===== src/rtl/uart_pkg.sv =====
// Shared types and constants for the UART transmitter slice.
package uart_pkg;

  typedef enum logic [2:0] {
    IDLE,
    START,
    DATA,
    PARITY,
    STOP
  } uart_state_e;

  localparam logic        START_BIT = 1'b0;
  localparam logic        STOP_BIT  = 1'b1;
  localparam int unsigned DATA_BITS = 8;

  function automatic logic calc_parity(input logic [DATA_BITS-1:0] data, input logic odd);
    return (^data) ^ odd;
  endfunction

endpackage


===== src/rtl/uart_baud_tick.sv =====
// Bit-time counter: strobes bit_end_o on the last clk_t cycle of each serial bit.
module uart_baud_tick #(
  parameter int unsigned CLKS_PER_BIT = 1
) (
  input  logic clk_t,
  input  logic srst,
  input  logic run_i,
  output logic bit_end_o,
  output logic bit_end_nxt_o
);

  localparam int unsigned     CntW    = $clog2(CLKS_PER_BIT + 1);
  localparam logic [CntW-1:0] CntLast = CntW'(CLKS_PER_BIT - 1);

  logic [CntW-1:0] cnt_q, cnt_d;

  assign bit_end_o = run_i && (cnt_q == CntLast);

  always_comb begin
    cnt_d = cnt_q + CntW'(1);
    if (bit_end_o || !run_i) begin
      cnt_d = '0;
    end
  end

  // Lets the FSM register outputs that must line up with the next cycle's bit_end.
  assign bit_end_nxt_o = (cnt_d == CntLast);

  always_ff @(posedge clk_t) begin
    if (srst) begin
      cnt_q <= '0;
    end else begin
      cnt_q <= cnt_d;
    end
  end

endmodule


===== src/rtl/uart_tx.sv =====
// 8-bit UART transmitter: start, LSB-first data, optional parity, stop; back-to-back capable.
module uart_tx
  import uart_pkg::*;
#(
  parameter int unsigned CLKS_PER_BIT = 1,
  parameter bit          PARITY_EN    = 1'b1,
  parameter bit          PARITY_ODD   = 1'b0
) (
  input  logic       clk_t,
  input  logic       srst,
  input  logic [7:0] tx_data,
  input  logic       tx_valid,
  output logic       tx_ready,
  output logic       tx,
  output logic       busy,
  output logic       done
);

  uart_state_e          state_q, state_d;
  logic [DATA_BITS-1:0] shift_q, shift_d;
  logic [2:0]           idx_q, idx_d;
  logic                 par_q, par_d;
  logic                 tx_q, tx_d;
  logic                 busy_q, busy_d;
  logic                 done_q, done_d;
  logic                 bit_end, bit_end_nxt;
  logic                 accept;

  uart_baud_tick #(
    .CLKS_PER_BIT(CLKS_PER_BIT)
  ) u_baud_tick (
    .clk_t        (clk_t),
    .srst         (srst),
    .run_i        (state_q != IDLE),
    .bit_end_o    (bit_end),
    .bit_end_nxt_o(bit_end_nxt)
  );

  // Ready in the last stop cycle so a queued byte follows with no idle gap.
  assign tx_ready = !srst && ((state_q == IDLE) || ((state_q == STOP) && bit_end));
  assign accept   = tx_valid && tx_ready;

  always_comb begin
    state_d = state_q;
    shift_d = shift_q;
    idx_d   = idx_q;
    par_d   = par_q;
    tx_d    = tx_q;
    case (state_q)
      IDLE: begin
        if (accept) begin
          state_d = START;
          shift_d = tx_data;
          par_d   = calc_parity(tx_data, PARITY_ODD);
          tx_d    = START_BIT;
        end
      end
      START: begin
        if (bit_end) begin
          state_d = DATA;
          idx_d   = '0;
          tx_d    = shift_q[0];
          shift_d = shift_q >> 1;
        end
      end
      DATA: begin
        if (bit_end) begin
          if (idx_q == 3'(DATA_BITS - 1)) begin
            if (PARITY_EN) begin
              state_d = PARITY;
              tx_d    = par_q;
            end else begin
              state_d = STOP;
              tx_d    = STOP_BIT;
            end
          end else begin
            idx_d   = idx_q + 3'd1;
            tx_d    = shift_q[0];
            shift_d = shift_q >> 1;
          end
        end
      end
      PARITY: begin
        if (bit_end) begin
          state_d = STOP;
          tx_d    = STOP_BIT;
        end
      end
      STOP: begin
        if (bit_end) begin
          if (accept) begin
            state_d = START;
            shift_d = tx_data;
            par_d   = calc_parity(tx_data, PARITY_ODD);
            tx_d    = START_BIT;
          end else begin
            state_d = IDLE;
            tx_d    = STOP_BIT;
          end
        end
      end
      default: begin
        state_d = IDLE;
        tx_d    = STOP_BIT;
      end
    endcase
    busy_d = (state_d != IDLE);
    done_d = (state_d == STOP) && bit_end_nxt;
  end

  always_ff @(posedge clk_t) begin
    if (srst) begin
      state_q <= IDLE;
      shift_q <= '0;
      idx_q   <= '0;
      par_q   <= 1'b0;
      tx_q    <= STOP_BIT;
      busy_q  <= 1'b0;
      done_q  <= 1'b0;
    end else begin
      state_q <= state_d;
      shift_q <= shift_d;
      idx_q   <= idx_d;
      par_q   <= par_d;
      tx_q    <= tx_d;
      busy_q  <= busy_d;
      done_q  <= done_d;
    end
  end

  assign tx   = tx_q;
  assign busy = busy_q;
  assign done = done_q;

endmodule


===== config.mk =====
export PLATFORM = sky130hd
export DESIGN_NAME = uart_tx
export DESIGN_NICKNAME = d
export VERILOG_FILES = /design/src/rtl/uart_pkg.sv /design/src/rtl/uart_baud_tick.sv /design/src/rtl/uart_tx.sv
export SDC_FILE = /design/constraint.sdc
export NUM_CORES = 1
export LEC_CHECK = 0
export ABC_AREA = 1
export BUFFER_PORTS_ARGS = -buffer_cell sky130_fd_sc_hd__buf_2
export CORE_MARGIN = 3
export CORE_UTILIZATION = 53
export CTS_BUF_LIST = sky130_fd_sc_hd__clkbuf_8
export DETAILED_ROUTE_END_ITERATION = 10
export GPL_ROUTABILITY_DRIVEN = 0
export GPL_TIMING_DRIVEN = 0
export MAX_ROUTING_LAYER = met4
export PLACE_DENSITY = 0.84
export SKIP_CTS_REPAIR_TIMING = 1
export SLEW_MARGIN = 30
export SYNTH_ARGS = -nofsm -noshare
export SYNTH_HDL_FRONTEND = slang
export SYNTH_SLANG_ARGS = --single-unit

===== constraint.sdc =====
create_clock -name clk_t -period 1.6 [get_ports clk_t]
set_clock_uncertainty 0.15 [all_clocks]
set_input_delay 0.16 -clock clk_t [delete_from_list [all_inputs] [get_ports clk_t]]
set_output_delay 0.16 -clock clk_t [all_outputs]
set_load 0.005 [all_outputs]

Word-level counts from Yosys, hierarchy flattened
Cells that the tools add are included.
{"block": "totals", "reg_bits": 19, "latch_bits": 0, "mem_bits_rw": 0, "mem_bits_ro": 0, "input_bits": 11, "out_inout_bits": 4, "elab_cells": 74, "mem_count": 0}
{"block": "op_classes", "add_sub_neg": 2, "n_mul": 0, "n_div": 0, "order_cmp": 0, "n_eq_ne": 12, "n_shift": 0, "muxes": 30, "n_bitwise": 2, "reduce_logical": 20}
{"operator": "two-way mux 8 bit", "n": 5}
{"operator": "case mux 8 bit (4 select lines)", "n": 1}
{"operator": "two-way mux 3 bit", "n": 9}
{"operator": "case mux 3 bit (5 select lines)", "n": 1}
{"operator": "!= test 2 bit, second input constant", "n": 6}
{"operator": "two-way mux 1 bit", "n": 11}
{"operator": "AND reduction 5 bit", "n": 2}
{"operator": "equality test 3 bit, second input constant", "n": 3}
{"operator": "XOR reduction 8 bit", "n": 1}
{"operator": "equality test 3 x 2 -> 1 bit, second input constant", "n": 2}
{"operator": "case mux 3 bit (2 select lines)", "n": 1}
{"operator": "nonzero test 3 bit", "n": 2}
{"operator": "logical AND 1 bit", "n": 5}
{"operator": "case mux 1 bit (5 select lines)", "n": 1}
{"operator": "AND reduction 4 bit", "n": 1}
{"operator": "nonzero test 2 bit", "n": 2}
{"operator": "nonzero test 4 bit", "n": 1}
{"operator": "adder 3 x 1 -> 3 bit, second input constant", "n": 1}
{"operator": "equality test 3 x 1 -> 1 bit, second input constant", "n": 1}
{"operator": "zero test 3 bit", "n": 1}
{"operator": "zero test 1 bit", "n": 2}
{"operator": "logical OR 1 bit", "n": 2}
{"operator": "NOT 1 bit", "n": 2}
{"operator": "case mux 1 bit (2 select lines)", "n": 1}
{"operator": "other kinds (2)", "n": 2}

Logic depth before layout (Yosys ltp)
Gate-level depths: netlist of run 1.
{"block": "logic_depth", "ltp_word": 11, "depth_mapped": 10, "mapped_depth_nobuf": 9}

Hierarchy
A second synthesis of run 1 with hierarchy kept.
{"block": "hier_totals", "hier_cells": 209, "area_unflattened_um2": 1231.2}
{"module": "uart_tx", "instances": 1, "cells_each": 203, "area_per_inst_um2": 1186.1, "seq_area_each_um2": 360.3}
{"module": "uart_baud_tick", "instances": 1, "cells_each": 6, "area_per_inst_um2": 45.0, "seq_area_each_um2": 20.0}

Worst setup path after synthesis of run 1
Ideal clock, no wire load.
{"block": "synth_path", "path_type": "flip-flop to flip-flop", "from": "reg idx_q[0]", "to": "reg shift_q[2]", "setup_time_ns": 0.113, "arrival_ns": 1.298, "t_required_ns": 1.337, "path_slack_ns": 0.039, "stages_incl_launch_ff": 10, "n_path_buf": 1, "synth_period_minus_slack_ns": 1.561, "path_cell_list": "dfxtp_1 -> ha_1 -> ha_1 -> nand3_1 -> nand2_1 -> nand2_2 -> nand3_4 -> buf_6 -> nor2_1 -> nor2_1"}
{"block": "synth_via", "elab_chain_len": 3}
{"item": "start, declared", "line_no": "uart_tx.sv:21", "rtl": "logic [2:0] idx_q, idx_d;"}
{"item": "start signal, assigned", "line_no": "uart_tx.sv:123", "rtl": "idx_q <= idx_d;"}
{"item": "equality test 3 bit", "line_no": "uart_tx.sv:68", "rtl": "if (idx_q == 3'(DATA_BITS - 1)) begin"}
{"item": "!= test 2 bit (no line)"}
{"item": "AND reduction 5 bit (no line)"}
{"item": "end signal, assigned", "line_no": "uart_tx.sv:122", "rtl": "shift_q <= shift_d;"}
{"item": "end, declared", "line_no": "uart_tx.sv:20", "rtl": "logic [DATA_BITS-1:0] shift_q, shift_d;"}
No other way between the ends.
A chain may end at the register's enable or synchronous reset.

Worst setup path in the final report of run 1
{"block": "layout_path", "from": "reg idx_q[0]", "to": "reg shift_q[4]"}
Same word-level chain as after synthesis.

==> results of run 1 <==
cells in the final DEF (no fill, tap or decap), drive strengths merged:
| cell type | count |
|---|---|
| nor3 | 1 |
| xnor2 | 4 |
| o21ai | 10 |
| buf | 22 |
| nand3b | 1 |
| clkinv | 1 |
| nand2 | 68 |
| nand3 | 11 |
| a21oi | 4 |
| ha | 2 |
| o211ai | 1 |
| inv | 28 |
| nand4 | 4 |
| xor2 | 4 |
| dfxtp | 19 |
| clkbuf | 4 |
| nor2 | 26 |
| conb | 1 |
routing by layer:
layer	vias up	wire (microns)	global-route usage (%)
li1	622	-	-
met4	0	37	6.38
met3	6	124	4.71
met5	-	0	-
met1	540	1220	27.1
met2	31	1480	33.9
cells by family after synthesis:
group	Yosys count	share of synthesized area (%)
adders and majority gates	2	2.08
AOI/OAI and AO/OA	15	6.46
other	1	0.312
and+or+nand+nor	111	42.1
buffers and inverters	32	11.6
DFF	19	31.7
xor gates and xnor gates	8	5.83
worst max-delay path: stages, from the launching register on:
cell       delay, ns
dfxtp_4         0.36
ha_4            0.16
ha_4            0.16
nand3_2         0.07
nand2_2         0.09
nand2_4         0.10
nand3_4         0.12
clkbuf_16       0.19
nor2_1          0.09
nor2_1          0.05
power breakdown:
group | internal (mW) | switching, mW | total (mW) | leakage [nW]
clock network | 0.173 | 0.170 | 0.344 | 0.0255
registers | 0.518 | 0.0224 | 0.541 | 0.158
logic | 0.156 | 0.220 | 0.377 | 0.600
total | 0.848 | 0.413 | 1.26 | 0.783
area by class of cell:
| type | count | area (sq um) | area share [%] |
|---|---|---|---|
| flip-flops and latches | 19 | 388 | 26.3 |
| clock inverters | 1 | 5.00 | 0.339 |
| well taps | 27 | 33.8 | 2.29 |
| repair buffers | 19 | 125 | 8.48 |
| plain buffers | 4 | 35.0 | 2.37 |
| clock buffers | 3 | 41.3 | 2.80 |
| multi-input cells | 137 | 739 | 50.1 |
| inverters | 28 | 108 | 7.29 |
registers in the layout, summed over array words and instances (netlist names):
register,flops
u_baud_tick.cnt_q,1
done,1
tx,1
state_q,3
busy,1
idx_q,3
shift_q,8
par_q,1
through the flow:
step           util [%]  std cells  hold WS, ns  power, mW  worst slack [ns]
4_1_cts            65.5        233       0.0171       1.21            -0.136
5_1_grt            71.5        238       0.0292       1.34            -0.125
3_5_place_dp       63.3        229        0.289      0.872            -0.114
2_1_floorplan         -        188       0.0791      0.792            0.0390
3_3_place_gp       63.3        229        0.274      0.858           -0.0759
6_report           71.5        238       0.0220       1.26           -0.0515
worst max path at each step:
stage,start,to,slack (ns),depth (start not counted)
2_1_floorplan,idx_q[0],shift_q[2],0.04,9
3_3_place_gp,idx_q[0],shift_q[3],-0.08,9
3_5_place_dp,idx_q[0],shift_q[0],-0.11,9
4_1_cts,idx_q[0],shift_q[0],-0.14,9
5_1_grt,idx_q[0],shift_q[4],-0.13,10
6_report,idx_q[0],shift_q[4],-0.05,9
==> summary.md, run 1 <==
| Metric | Value |
|---|---|
| Status | `finished, violations left` |
| Failing checks | `setup timing` |
| CTS tree | `yes` |
| Cell count of the worst reg-to-reg path | `9` |
| Final setup vio count | `7` |
| TNS Setup | `-0.178 ns` |
| Largest area contributor in the netlist | `dfxtp_1` |
| GRT Total Usage | `21.3%` |
| R2R setup slack | `-0.05 ns` |
| Final period utilization | `103%` |
| Ports | `15` |
| Per-cell routed wire length | `between 10 and 15 microns` |
| Port bufs | `14` |
| Top_reg_cell synth | `dfxtp_1` |
| Number of H-tree levels | `1` |
| Post-synth ARST share | `0%` |
| Clock Path Buffers | `2` |
| Hpwl dp | `around 2 mm` |
| Fin. max-slew vios | `0` |
| Synth area leaders | `dfxtp_1 (32%), nand2_1 (19%), inv_1 (8.4%), nor2_1 (7.5%), nand3_1 (3.8%)` |
| Drt pass-1 iters | `7` |
| Min Tclk post-route | `around 1.7 ns` |
| Core Area | `approximately 0.0021 sq mm` |
| Syn avg cell area | `roughly 6.4 sq um` |
| Layout cells sized above 1 | `around a quarter` |
| Max-Cap Viols | `0` |
| Pwr/cell area | `roughly 850 mW/mm^2` |
| Antenna Cells | `0` |
| FF-to-FF End | `shift_q[4]` |
| GR Overflow Total | `0` |
| Crit path kind | `reg -> reg` |
| Number of antenna violations at the first check in global routing | `0` |
| Hold Startpoint | `srst` |
| Vias in the first global route | `~1,000` |
| Final hold violations | `0` |
| Area growth syn-to-layout | `22.8%` |
| Leak | `around 0.8 nW` |
| Most frequent cell after synthesis | `nand2_1` |
| Fillers | `around 160` |
| Vias/cell | `a little over 5` |
| Hold Path Depth | `2` |
| Chip Height | `around 54 microns` |
| Worst EP arrival | `between 1.5 and 2 ns` |
| Final wirelength | `roughly 2.9 mm` |
| Min-Delay Path Class | `in -> reg` |
| Sequential element share of the synthesized area | `about a third` |
| Hold EP | `state_q[1]` |
| Fin nets | `225` |
| Worst setup margin | `-0.0515 ns` |
| Clock Latency Late Sink | `between 0.2 and 0.3 ns` |
| Root buffer cell | `clkbuf_8` |
| Die Area | `approximately 0.0029 sq mm` |
| Synth cell types | `26` |
| # DRC | `0` |
| Mapped Cells | `188` |
| Syn nets | `about 200` |
| Critical Path RT | `about 1.6 ns` |
| Post-synth EDFFs | `0` |
| FF+latch count, synth | `19` |
| Synth top area share | `roughly a third` |
| Crit Path Max Fanout | `6` |
| Yosys warns | `0` |
| Placed inst area | `roughly 0.0013 sq mm` |
| Die width | `around 54 microns` |
| Initial Util | `approximately 58%` |
| Largest net degree at the start of global routing | `12` |
| Most frequent cells after synthesis | `nand2_1 (61), inv_1 (27), nor2_1 (24)` |
| Synth Cell Area | `~0.0012 sq mm` |
| Final ANT Viol Nets | `0` |
| CP startpoint kind | `flop` |
| Max VDD drop | `around 740 uV` |
| First-pass GRT wire length | `between 4 and 5 mm` |
| Worst setup EP type | `flop` |
| Layout Cell Area excl Fill | `0.00148 sq mm` |
| Reg2reg start | `idx_q[0]` |
| CTS buffer count | `3` |
| RSZ-0062 raised after global routing | `true` |
| Iter 0 DRT Violations | `24` |
| Highest Clock Rate | `606 MHz` |
| Std-Cell Rows | `16` |
| Vias | `between 1,000 and 1,500` |
| Clock transition at path regs | `roughly 0.08 ns` |
| # clock sinks | `19` |
Note: power is estimated with default switching activity, not from simulation.
==> run 2: changes to the inputs <==
GPL_TIMING_DRIVEN = unset   (was 0)
==> run 2 against run 1 <==
Against the previous run: the flow now finishes without violations; sequential cell count stayed put; fmax is 6.6% higher; final cell count down 0.84%; clock power up 2%; critical path depth is the same; worst setup slack better by 0.10 ns; design area down 0.93%; die area unchanged; critical endpoint is now shift_q[1]; largest cell class unchanged; largest power group unchanged.
==> summary.md, run 2 (synthesis gave the netlist of run 1 again) <==
| Metric | Value |
|---|---|
| Status | `finished, final reports clean` |
| Max VDD drop | `718 uV (-3.4%)` |
| Drt pass-1 iters | `6 (-1)` |
| CP max stage cell | `dfxtp_2` |
| Root buffer cell | `clkbuf_8` |
| R2R setup slack | `0.05 ns (+0.10 ns)` |
| P_sw | `0.421 mW (+1.9%)` |
| Initial Util | `58.3% (unchanged)` |
| Clock Latency Late Sink | `0.26 ns (about the same)` |
| CTS tree | `yes` |
| Worst EP arrival | `1.56 ns (-0.10 ns)` |
| Total power | `1.24 mW (-1.5%)` |
| Sequential power share | `43.8% (+0.9 points)` |
| Port bufs | `14 (unchanged)` |
| Crit path kind | `reg -> reg` |
| Core Area | `0.00206 sq mm (unchanged)` |
| Hpwl dp | `1.95 mm (-2.4%)` |
| Std-Cell Rows | `16 (unchanged)` |
| Crit Path Max Fanout | `16 (+10)` |
| Leak | `0.766 nW (-2.2%)` |
| Layout cells sized above 1 | `24.4% (+0.71 points)` |
| GRT Total Usage | `20.2% (-1.1 points)` |
| Min-Delay Path Class | `in -> reg` |
| Pint | `0.821 mW (-3.2%)` |
| Cell count of the worst reg-to-reg path | `9 (unchanged)` |
| Ports | `15 (unchanged)` |
| # clock sinks | `19 (unchanged)` |
| Per-cell routed wire length | `12.1 microns (+0.92%)` |
| Layout Cell Area excl Fill | `0.00146 sq mm (-0.93%)` |
| Largest net degree at the start of global routing | `17 (+5)` |
| Fin nets | `223 (-0.89%)` |
| CP cell instances | `inv_1 -> nand3_2 -> nand2_2 -> inv_6 -> nand2_4 -> nand3_4 -> nand2_1 -> nand2_1 -> nor2_1` |
| FF-to-FF End | `shift_q[1]` |
| Min Tclk post-route | `1.55 ns (-0.103 ns)` |
| Sw Share | `33.9% (+1.2 points)` |
| Finished Core Util | `70.9% (-0.67 points)` |
| Combinational share of power | `28.1% (-1.8 points)` |
| Final ANT Viol Nets | `0 (unchanged)` |
| Max FFs per register | `8 (unchanged)` |
| Highest Clock Rate | `646 MHz (+6.6%)` |
| Iter 0 DRT Violations | `44 (+83%)` |
| Final hold violations | `0 (unchanged)` |
| Die Area | `0.00287 sq mm (unchanged)` |
| Vias in the first global route | `991 (-4.4%)` |
| Chip Height | `53.6 microns (unchanged)` |
| Final period utilization | `96.8% (-6.4 points)` |
| CP startpoint kind | `flop` |
| Vias/cell | `5.14 (+2.0%)` |
| CTS buffer count | `3 (unchanged)` |
| Hold Path Depth | `2 (unchanged)` |
| Pwr/cell area | `849 mW/mm^2 (-0.60%)` |
| Top sig layer | `met4` |
| Fin. max-slew vios | `0 (unchanged)` |
| Clock Power Share | `28.2% (+0.9 points)` |
| Worst setup margin | `0.0513 ns (+0.103 ns)` |
| Area growth syn-to-layout | `21.7%` |
| Commonest non-fill, non-tap cell in the layout | `nand2_1` |
| Most flop-heavy register | `shift_q` |
| Top Registers | `shift_q (8), idx_q (3), state_q (3)` |
| DP Worst Slack | `-0.0519 ns (+0.0619 ns)` |
| Critical Path RT | `1.61 ns (about the same)` |
| Clock Path Buffers | `2 (unchanged)` |
| Clock transition at path regs | `0.08 ns (about the same)` |
| Worst setup EP type | `flop` |
| Final setup vio count | `0 (-7)` |
| Final wirelength | `2.86 mm (about the same)` |
| First-pass GRT wire length | `4.14 mm (-6.8%)` |
| Hold EP | `idx_q[0]` |
| Number of H-tree levels | `1 (unchanged)` |
| Worst path most repeated cell | `nand2_1` |
| Hold Startpoint | `srst` |
| Vias | `1,213 (+1.2%)` |
| Number of antenna violations at the first check in global routing | `0 (unchanged)` |
| # DRC | `0 (unchanged)` |
| Max-Cap Viols | `0 (unchanged)` |
| Die width | `53.6 microns (unchanged)` |
| CP max stage delay | `0.43 ns (+0.07 ns)` |
| Antenna Cells | `0 (unchanged)` |
| WL met3 | `153 microns (+23%)` |
| Reg2reg start | `state_q[1]` |
| Placed inst area | `0.00131 sq mm (+0.48%)` |
| GR Overflow Total | `0 (unchanged)` |
| Met2 wire length | `1.43 mm (-3.2%)` |
| Commonest non-fill, non-tap cells in the layout | `nand2_1 (60), inv_1 (27), nor2_1 (20)` |
| M1 WL | `1.24 mm (+1.7%)` |
-- run 2: cell count changes in the layout (fill, tap and decap cells not counted), moves of 2 or more --
cell and change:
nor2_1 -3, nor2_2 +2, o21ai_0 +2, o21ai_1 -2
-- run 2: metrics by stage --
stage	hold slack (ns)	TNS, ns	std cells
after floorplan	0.0791	0	188
after global placement	0.278	0	230
after detailed placement	0.287	-0.145	230
after CTS	0.0108	-0.250	234
after global routing	0.0134	-0.0323	236
final	0.00872	0	236
-- run 2: metal layers --
metal  vias up  GRT usage, %
met2        35          32.2
met5         -             -
li1        618             -
met1       555          25.5
met3         5          4.16
met4         0          6.38
-- run 2: worst max-delay path by stage --
stage,from,endpoint,slack (ns),cells after the start
finish,state_q[1],shift_q[1],0.05,9
detailed placement,idx_q[0],idx_q[0],-0.05,8
CTS,idx_q[0],idx_q[0],-0.06,8
global route,state_q[1],shift_q[2],-0.01,8
floorplan,idx_q[0],shift_q[2],0.04,9
global placement,idx_q[0],idx_q[0],0.04,8
-- run 2: final cells by class --
type,instances,area (sq um)
clock buffers,3,41.3
clock inverters,1,5.00
multi-input cells,138,771
well taps,27,33.8
inverters,28,110
repair buffers,20,115
flip-flops and latches,19,385
fillers,168,601
-- run 2: power groups by stage --
stage          sequential [mW]  combinational (mW)  clock (mW)
2_1_floorplan            0.546               0.246           0
3_5_place_dp             0.550               0.309           0
5_1_grt                  0.548               0.390       0.369
6_report                 0.543               0.348       0.350
4_1_cts                  0.539               0.311       0.348
3_3_place_gp             0.548               0.299           0
-- run 2: worst max-delay path, delay by kind of cell (launching register included) --
kind	cells	cell delay, ns
simple gates	7	0.62
flops	1	0.43
buf+inv	2	0.25
==> run 3: changes to the inputs <==
MAX_ROUTING_LAYER = unset   (was met4)
==> run 3 against run 2 <==
Against the previous run: sequential share of layout area is the same; register-to-register slack is essentially flat; fmax is essentially flat; power shrank 0.57%; combinational power is essentially flat; non-clock buffer count is the same; sequential power is essentially flat; sequential cell count is the same; via count grew 1.3%; design area is the same; critical path type unchanged; critical endpoint unchanged; wire length shrank 1.8%.
==> summary.md, run 3 (synthesis gave the netlist of run 1 again) <==
| Metric | Value |
|---|---|
| Leak | `0.766 nW (unchanged)` |
| Fillers | `168 (unchanged)` |
| CP startpoint kind | `flop` |
| Total power | `1.23 mW (-0.57%)` |
| FF-to-FF End | `shift_q[1]` |
| Core Area | `0.00206 sq mm (unchanged)` |
| Hpwl dp | `1.95 mm (unchanged)` |
| Final wirelength | `2.81 mm (-1.8%)` |
| Drt pass-1 iters | `4 (-2)` |
| Clock Latency Late Sink | `0.26 ns (about the same)` |
| Initial Util | `58.3% (unchanged)` |
| Antenna Cells | `0 (unchanged)` |
| # DRC | `0 (unchanged)` |
| CTS buffer count | `3 (unchanged)` |
| Reg2reg start | `state_q[1]` |
| Layout Cell Area excl Fill | `0.00146 sq mm (unchanged)` |
| Min Tclk post-route | `1.55 ns (-0.00141 ns)` |
| Hold EP | `idx_q[0]` |
| Vias in the first global route | `992 (+0.10%)` |
| Number of H-tree levels | `1 (unchanged)` |
| Crit Path Max Fanout | `16 (unchanged)` |
| Commonest non-fill, non-tap cells in the layout | `nand2_1 (60), inv_1 (27), nor2_1 (20)` |
| CTS tree | `yes` |
| Largest net degree at the start of global routing | `17 (unchanged)` |
| Dpl cells | `230 (unchanged)` |
| First-pass GRT wire length | `4.13 mm (-0.17%)` |
| Ports | `15 (unchanged)` |
| Fin. max-slew vios | `0 (unchanged)` |
| Per-cell routed wire length | `11.9 microns (-1.8%)` |
| Root buffer cell | `clkbuf_8` |
| Hold Path Depth | `2 (unchanged)` |
| Worst EP arrival | `1.56 ns (about the same)` |
| GR Overflow Total | `0 (unchanged)` |
| Worst setup EP type | `flop` |
| Die width | `53.6 microns (unchanged)` |
| Placed inst area | `0.00131 sq mm (unchanged)` |
| Status | `finished, final reports clean` |
| Die Area | `0.00287 sq mm (unchanged)` |
| CP cell instances | `inv_1 -> nand3_2 -> nand2_2 -> inv_6 -> nand2_4 -> nand3_4 -> nand2_1 -> nand2_1 -> nor2_1` |
| Final hold violations | `0 (unchanged)` |
| Std-Cell Rows | `16 (unchanged)` |
| Highest Clock Rate | `646 MHz (about the same)` |
| Layout Cells excl Fill | `236 (unchanged)` |
| Worst path most repeated cell | `nand2_1` |
| Final setup vio count | `0 (unchanged)` |
| Layout cells sized above 1 | `24.4% (unchanged)` |
| GRT Total Usage | `19.7% (-0.56 points)` |
| Chip Height | `53.6 microns (unchanged)` |
| Vias | `1,229 (+1.3%)` |
| Cell count of the worst reg-to-reg path | `9 (unchanged)` |
| CP max stage cell | `dfxtp_2` |
| Pwr/cell area | `845 mW/mm^2 (-0.57%)` |
| Number of antenna violations at the first check in global routing | `0 (unchanged)` |
| Min-Delay Path Class | `in -> reg` |
| Area growth syn-to-layout | `21.7% (unchanged)` |
| Max FFs per register | `8 (unchanged)` |
| Fin nets | `223 (unchanged)` |
| Top Registers | `shift_q (8), idx_q (3), state_q (3)` |
| Max VDD drop | `711 uV (-0.88%)` |
| Final ANT Viol Nets | `0 (unchanged)` |
| # clock sinks | `19 (unchanged)` |
| Hold Startpoint | `srst` |
| Clock transition at path regs | `0.07 ns (about the same)` |
| Multi-input logic area | `771 sq um (unchanged)` |
| Port bufs | `14 (unchanged)` |
| Most flop-heavy register | `shift_q` |
| Clock Path Buffers | `2 (unchanged)` |
| Crit path kind | `reg -> reg` |
| Critical Path RT | `1.61 ns (about the same)` |
| Finished Core Util | `70.9% (unchanged)` |
| Max-Cap Viols | `0 (unchanged)` |
| Iter 0 DRT Violations | `55 (+25%)` |
| FF/Latch Area | `385 sq um (unchanged)` |
| Vias/cell | `5.21 (+1.3%)` |
| TNS Setup | `0 ns (unchanged)` |
| Commonest non-fill, non-tap cell in the layout | `nand2_1` |
| Final period utilization | `96.7% (about the same)` |
| CP max stage delay | `0.43 ns (about the same)` |
| R2R setup slack | `0.05 ns (about the same)` |
-- run 3: worst max path at each step --
stage / depth (start not counted) / end / from / slack (ns)
2_1_floorplan: 9 / shift_q[2] / idx_q[0] / 0.04
3_3_place_gp: 8 / idx_q[0] / idx_q[0] / 0.04
3_5_place_dp: 8 / idx_q[0] / idx_q[0] / -0.05
4_1_cts: 8 / idx_q[0] / idx_q[0] / -0.06
5_1_grt: 8 / shift_q[2] / state_q[1] / -0.02
6_report: 9 / shift_q[1] / state_q[1] / 0.05
-- run 3: critical path, delay by kind of cell, from the launching register on --
family | cells | cell delay, ns
AND/OR/NAND/NOR | 7 | 0.62
flip-flops | 1 | 0.43
buffers and inverters | 2 | 0.25
-- run 3: metal layers --
metal	vias up	wire length [microns]	GRT usage [%]	share of wire (%)
met2	47	1410	32.2	50
met3	7	163	4.16	5.8
li1	621	-	-	-
met1	554	1190	25.5	42
met5	-	0	0	0
met4	0	46	6.38	1.6
-- run 3: metrics by stage --
| stage | setup WS [ns] | hold WS [ns] |
|---|---|---|
| floorplan | 0.0390 | 0.0791 |
| global placement | 0.0376 | 0.278 |
| detailed placement | -0.0519 | 0.287 |
| finish | 0.0527 | 0.0137 |
| CTS | -0.0622 | 0.0108 |
| global route | -0.0206 | 0.0134 |
-- run 3: final cells by class --
type | count | area share [%]
Timing Repair Buffer | 20 | 7.88
Multi-Input combinational cell | 138 | 52.7
Tap cell | 27 | 2.31
Clock buffer | 3 | 2.83
Clock inverter | 1 | 0.342
Sequential cell | 19 | 26.4
Inverter | 28 | 7.53
-- run 3: report_power, final --
group | switching (mW) | leakage [nW] | internal, mW
Sequential | 0.0233 | 0.158 | 0.520
Combinational | 0.220 | 0.583 | 0.127
Clock | 0.171 | 0.0255 | 0.173
